[src/rtl/fifo_word_packer_if.sv]
// Handshake bundle between the FIFO read port, the packer and the word consumer.
// The packer drives the master side; the FIFO/consumer pair sits on the slave side.
interface fifo_word_packer_if #(
  parameter int DATA_WIDTH = 8,
  parameter int PACK       = 4
);
  localparam int CW = $clog2(PACK) + 1;

  logic                       fifo_empty;
  logic [DATA_WIDTH-1:0]      fifo_rd_data;
  logic                       rd_enb;
  logic                       flush_req;
  logic [DATA_WIDTH*PACK-1:0] m_data;
  logic [CW-1:0]              m_bytes;
  logic                       m_valid;
  logic                       m_ready;
  logic                       busy;

  modport master (
    input  fifo_empty, fifo_rd_data, flush_req, m_ready,
    output rd_enb, m_data, m_bytes, m_valid, busy
  );

  modport slave (
    output fifo_empty, fifo_rd_data, flush_req, m_ready,
    input  rd_enb, m_data, m_bytes, m_valid, busy
  );
endinterface

[src/rtl/fifo_word_packer.sv]
// Drains bytes from a registered-read FIFO and packs PACK of them little-endian into
// one output word; partial words leave on an explicit flush or after an idle timeout.
module fifo_word_packer_lane #(
  parameter int DATA_WIDTH = 8
) (
  input  logic                  rd_clk,
  input  logic                  rstn,
  input  logic                  we_i,
  input  logic [DATA_WIDTH-1:0] d_i,
  output logic [DATA_WIDTH-1:0] q_o
);
  logic [DATA_WIDTH-1:0] q_q;

  always_ff @(posedge rd_clk or negedge rstn) begin
    if (!rstn)     q_q <= '0;
    else if (we_i) q_q <= d_i;
  end

  assign q_o = q_q;
endmodule

module fifo_word_packer #(
  parameter int DATA_WIDTH = 8,
  parameter int PACK       = 4,
  parameter int TIMEOUT    = 15
) (
  input  logic                rd_clk,
  input  logic                rstn,
  fifo_word_packer_if.master  bus
);
  localparam int CW = $clog2(PACK) + 1;
  localparam int IW = $clog2(TIMEOUT + 1);

  typedef enum logic {FILL, HOLD} state_t;

  state_t                           state_q;
  logic [CW-1:0]                    cnt_q;
  logic                             pend_q;
  logic [IW-1:0]                    idle_q;
  logic                             flush_pend_q;
  logic                             m_valid_q;
  logic [PACK-1:0][DATA_WIDTH-1:0]  m_data_q;
  logic [CW-1:0]                    m_bytes_q;

  logic [PACK-1:0][DATA_WIDTH-1:0]  asm_w;
  logic [PACK-1:0][DATA_WIDTH-1:0]  word_d;
  logic [CW:0]                      occ;
  logic full, timeout, flush_fire, want, out_free, load, rd_enb;

  for (genvar i = 0; i < PACK; i++) begin : g_lane
    fifo_word_packer_lane #(.DATA_WIDTH(DATA_WIDTH)) u_lane (
      .rd_clk (rd_clk),
      .rstn   (rstn),
      .we_i   (pend_q && (cnt_q == CW'(i))),
      .d_i    (bus.fifo_rd_data),
      .q_o    (asm_w[i])
    );
  end

  // Bytes captured plus the one still in flight bound the next read.
  assign occ        = {1'b0, cnt_q} + {{CW{1'b0}}, pend_q};
  assign full       = (cnt_q == CW'(PACK));
  assign timeout    = (idle_q == IW'(TIMEOUT));
  assign flush_fire = (flush_pend_q || timeout) && (cnt_q != '0) && !pend_q;
  assign want       = full || flush_fire;
  assign out_free   = !m_valid_q || bus.m_ready;
  assign load       = want && out_free;
  assign rd_enb     = rstn && (state_q == FILL) && !bus.fifo_empty && !flush_pend_q
                      && (occ < (CW+1)'(PACK));

  always_comb begin
    word_d = '0;
    for (int i = 0; i < PACK; i++)
      if (CW'(i) < cnt_q) word_d[i] = asm_w[i];
  end

  always_ff @(posedge rd_clk or negedge rstn) begin
    if (!rstn) begin
      state_q      <= FILL;
      cnt_q        <= '0;
      pend_q       <= 1'b0;
      idle_q       <= '0;
      flush_pend_q <= 1'b0;
      m_valid_q    <= 1'b0;
      m_data_q     <= '0;
      m_bytes_q    <= '0;
    end else begin
      pend_q <= rd_enb;

      // Capture and load never coincide: load needs pend==0 or a full word.
      if (load)        cnt_q <= '0;
      else if (pend_q) cnt_q <= cnt_q + CW'(1);

      if (load || pend_q || cnt_q == '0)
        idle_q <= '0;
      else if (bus.fifo_empty && state_q == FILL && !timeout)
        idle_q <= idle_q + IW'(1);

      if (flush_pend_q) begin
        if (load || (cnt_q == '0 && !pend_q)) flush_pend_q <= 1'b0;
      end else if (bus.flush_req) begin
        flush_pend_q <= 1'b1;
      end

      case (state_q)
        FILL:    if (want && !out_free) state_q <= HOLD;
        HOLD:    if (load)              state_q <= FILL;
        default:                        state_q <= FILL;
      endcase

      if (load) begin
        m_data_q  <= word_d;
        m_bytes_q <= cnt_q;
        m_valid_q <= 1'b1;
      end else if (bus.m_ready) begin
        m_valid_q <= 1'b0;
      end
    end
  end

  assign bus.rd_enb  = rd_enb;
  assign bus.m_data  = m_data_q;
  assign bus.m_bytes = m_bytes_q;
  assign bus.m_valid = m_valid_q;
  assign bus.busy    = (cnt_q != '0) || pend_q || m_valid_q;
endmodule

[src/flat_wrapper.sv]
// flat-port wrapper written by rule: the top's interface ports become plain ports
module fifo_word_packer_flat 
#(
  parameter int DATA_WIDTH = 8,
  parameter int PACK       = 4,
  parameter int TIMEOUT    = 15
)
  (rd_clk, rstn, bus_fifo_empty, bus_fifo_rd_data, bus_flush_req, bus_m_ready, bus_rd_enb, bus_m_data, bus_m_bytes, bus_m_valid, bus_busy);
  fifo_word_packer_if #(.DATA_WIDTH(DATA_WIDTH), .PACK(PACK)) bus_i ();
  input  logic rd_clk;
  input  logic rstn;
  input wire logic [$bits(bus_i.fifo_empty)-1:0] bus_fifo_empty;
  input wire logic [$bits(bus_i.fifo_rd_data)-1:0] bus_fifo_rd_data;
  input wire logic [$bits(bus_i.flush_req)-1:0] bus_flush_req;
  input wire logic [$bits(bus_i.m_ready)-1:0] bus_m_ready;
  output wire logic [$bits(bus_i.rd_enb)-1:0] bus_rd_enb;
  output wire logic [$bits(bus_i.m_data)-1:0] bus_m_data;
  output wire logic [$bits(bus_i.m_bytes)-1:0] bus_m_bytes;
  output wire logic [$bits(bus_i.m_valid)-1:0] bus_m_valid;
  output wire logic [$bits(bus_i.busy)-1:0] bus_busy;
  assign bus_i.fifo_empty = bus_fifo_empty;
  assign bus_i.fifo_rd_data = bus_fifo_rd_data;
  assign bus_i.flush_req = bus_flush_req;
  assign bus_i.m_ready = bus_m_ready;
  assign bus_rd_enb = bus_i.rd_enb;
  assign bus_m_data = bus_i.m_data;
  assign bus_m_bytes = bus_i.m_bytes;
  assign bus_m_valid = bus_i.m_valid;
  assign bus_busy = bus_i.busy;
  fifo_word_packer #(.DATA_WIDTH(DATA_WIDTH), .PACK(PACK), .TIMEOUT(TIMEOUT)) u_core (.rd_clk(rd_clk), .rstn(rstn), .bus(bus_i));
endmodule
[config.mk]
export PLATFORM = sky130hd
export DESIGN_NAME = fifo_word_packer_flat
export DESIGN_NICKNAME = d
export VERILOG_FILES = /design/src/rtl/fifo_word_packer_if.sv /design/src/rtl/fifo_word_packer.sv /design/src/flat_wrapper.sv
export SDC_FILE = /design/constraint.sdc
export NUM_CORES = 1
export LEC_CHECK = 0
export ABC_AREA = 1
export CORE_ASPECT_RATIO = 0.8
export CORE_MARGIN = 2
export CORE_UTILIZATION = 40
export CTS_CLUSTER_DIAMETER = 30
export CTS_CLUSTER_SIZE = 28
export DETAILED_ROUTE_END_ITERATION = 10
export PLACE_DENSITY_LB_ADDON = 0.1
export SLEW_MARGIN = 40
export SYNTH_ARGS = -nofsm -noshare
export SYNTH_HDL_FRONTEND = slang
export SYNTH_HIERARCHICAL = 1
export SYNTH_SLANG_ARGS = --single-unit
[constraint.sdc]
create_clock -name rd_clk -period 3.33 [get_ports rd_clk]
set_clock_uncertainty 0.15 [all_clocks]
set_input_delay 0.666 -clock rd_clk [delete_from_list [all_inputs] [get_ports rd_clk]]
set_output_delay 0.666 -clock rd_clk [all_outputs]
set_load 0.01 [all_outputs]
==> results.yml, run 1 <==
route:
  drtPass1Iterations: 4
  vias: 2775
  drt_wl_total_mm: 7.653
  routedWlPerCell_um: 12.99
  drt-initial-drc-count: 116
  drcViolationCount: 0
  via_per_inst: 4.711
  drtAntennaViolNets: 0
sta:
  slew_viol_final: 0
  max_freq_mhz: 340.8
  min_period_over_period: 0.8812
  finalSetupTns_ns: 0
  rsz0062_at_grt: "false"
  hold-worst-slack_ns: 0.2922
  finalSetupViolCount: 0
  worst_pin_slew_ns: 0.7209
  finalHoldViolCount: 0
  period_needed_ns: 2.934
  slew-limit-headroom: 0.5194
synthesis:
  synthesis.area_sq_um: 3490
  synth.avg_cell_area_sq_um: 8.192
  synth_edf_count: 0
  synth_async_sr_flop_share: 1.000
  synth_area_leader_cell: "dfrtp_1"
  synth_common_cells: "nand2_1 (205), dfrtp_1 (78), inv_1 (29), nor2_1 (28), nand3_1 (26)"
  ys_ff_latch: 78
  ys_seq_area_frac: 0.5593
  ys_top_cells_by_area: "dfrtp_1 (56%), nand2_1 (22%), nand3_1 (3.7%)"
  yosysMostFrequentCell: "nand2_1"
  synth_nets: 443
  synth-main-ff-cell: "dfrtp_1"
  synth_top_area_frac: 0.5593
  yosysWarnings: 6
  ys_types: 22
  synthCells: 426
pwr:
  p_leak_nw: 2.204
  power_switching_mw: 1.509
  power.clock.fraction: 0.184
  seq_power_share: 0.411
  power_density_nw_per_um2: 941.3
  swShare: 0.3779
  vdd_drop_max_v: 0.0003200
  power_frac_comb: 0.406
  p_int_mw: 2.484
final_layout:
  nets: 490
  post-route-util: 0.5000
  seqCellArea_sq_um: 1952
  fin_cells: 589
  multi_input_area_sq_um: 1275
  antenna_cells: 0
  fill_cells: 889
  area_growth_pct: 21.55
  final_layout_size_suffix_gt1_frac: 0.06289
grt:
  globalRouteTotalUtil: 0.1782
  grt_max_degree: 79
  grt_pass1_vias: 2768
  grt-ovfl-total: 0
  antenna_found_initial: 0
  grt_pass1_wl_mm: 12.97
critical_path:
  arrival_ns: 2.12
  crit_required_ns: 2.51
  reg2reg_slack_ns: 0.77
  worstReg2RegEnd: "u_core/idle_q[1]$_DFFE_PN0P_"
  r2r_cells: 7
  reg2reg_from: "u_core/cnt_q[2]$_DFFE_PN0P_"
  cp_max_fo: 2
  worst-setup-path-type: "in2out"
  end_kind: "output port"
  crit_path_start_kind: "input pin"
clocking:
  cts_sinks: 78
  postCtsHoldBufs: 0
  cts_max_path_buffers: 2
  cts_tree: "built"
  cts_resized: 0
  htreeDepth: 3
  path_clk_slew_ns: 0.07
  insertion_delay_ns: 0.34
  postCtsSetupRepairBufs: 0
  root_buffer: "clkbuf_8"
  cts_buffers: 9
floorplan:
  initial_core_util: 0.4114
  dieWidth_um: 108.4
  fp-row-count: 30
  die_h_um: 87.54
  io_pins: 51
  fp.dieArea_sq_um: 9492
  design.core.area_sq_um: 8483
place:
  hpwlAfterDp_mm: 5.000
  io_buffers: 50
  placedCellCount: 574
  gp_congestion: 0.7931
flow_run:
  maxCapViolCount: 0
outcome:
  status: "complete, no violations"
min_path:
  min_path_type: "in2async"
==> per-layer routing <==
metal  part of all wire  vias up  track usage
met5                  0        -            0
met4             0.0095        0      0.04545
met3              0.051        8      0.05357
met2               0.46       56       0.2909
met1               0.48     1316       0.2346
li1                   -     1395            -
==> cell type report <==
class,instances,area share
Clock buffer,12,0.03894
Clock inverter,3,0.01003
Inverter,34,0.03009
Multi-Input combinational cell,295,0.3006
Sequential cell,78,0.4602
Tap cell,112,0.03304
Timing Repair Buffer,55,0.1271
==> worst max path at each step <==
stage	start	endpoint	slack, ns	cells after the start
3_3_place_gp	bus_fifo_empty	bus_rd_enb	0.41	5
6_report	bus_fifo_empty	bus_rd_enb	0.40	5
5_1_grt	u_core/cnt_q[2]$_DFFE_PN0P_	bus_rd_enb	0.21	3
4_1_cts	u_core/cnt_q[2]$_DFFE_PN0P_	bus_rd_enb	0.35	3
3_5_place_dp	bus_fifo_empty	bus_rd_enb	0.38	5
2_1_floorplan	bus_fifo_empty	bus_rd_enb	1.27	3
==> metrics by stage <==
stage	power, mW	worst slack, ns	cell area (sq um)
5_1_grt	4.356	0.2107	4242
4_1_cts	4.063	0.3498	4242
2_1_floorplan	2.644	1.267	3490
3_5_place_dp	3.310	0.3837	4034
3_3_place_gp	3.269	0.4136	4030
6_report	3.993	0.3956	4242
==> cell families (layout without fill, tap and decap cells) <==
logic type	after synthesis	in the layout	share of synthesized area
flip-flops	78	78	0.5593
adder cells (fa/ha/maj)	4	4	0.01434
XOR/XNOR	2	2	0.005021
AND/OR/NAND/NOR	282	282	0.3342
buffers and inverters	53	104	0.07530
AO/OA/AOI/OAI	7	7	0.01183
==> flip-flops by register name, indices dropped and copies added (netlist names), named ones only <==
register,flops
u_core/idle_q,4
u_core/flush_pend_q,1
u_core/g_lane.u_lane/q_o,32
u_core/bus.m_valid,1
u_core/cnt_q,3
u_core/bus.m_data,32
u_core/bus.m_bytes,3
u_core/pend_q,1
==> layout by cell type (no fill, tap or decap) <==
cell type,count
inv_2,5
xor2_1,2
a21oi_1,4
nand3_1,26
o21ai_0,1
nor2_1,28
clkbuf_8,12
nor3_1,2
a21oi_2,1
nand2_2,3
nand2_1,205
nor4_1,1
clkdlybuf4s50_1,49
nand4_1,1
clkinv_2,1
inv_1,29
nand3b_1,16
dfrtp_1,78
a22oi_1,1
ha_1,4
buf_6,1
clkinvlp_4,1
buf_4,5
bufinv_16,1
==> power by group through the flow <==
stage	logic (mW)	registers, mW	clock network (mW)
floorplan	0.956	1.69	0
global placement	1.62	1.65	0
detailed placement	1.65	1.66	0
CTS	1.65	1.65	0.762
global route	1.85	1.70	0.802
finish	1.62	1.64	0.733
==> critical path, cell delays in order <==
cell and delay (ns):
clkdlybuf4s50_1 0.40, inv_1 0.07, nand3_1 0.08, nor4_1 0.30, clkdlybuf4s50_1 0.60
Power figures use the tool's default switching activity.
==> run 2: changes to the inputs <==
--- a/config.mk
+++ b/config.mk
@@ -6,6 +6,7 @@
 export NUM_CORES = 1
 export LEC_CHECK = 0
 export ABC_AREA = 1
+export CAP_MARGIN = 20
 export CORE_ASPECT_RATIO = 0.8
 export CORE_MARGIN = 2
 export CORE_UTILIZATION = 40
==> results of run 2 <==
No change in the layout: final DEF, timing and power equal those of run 1.
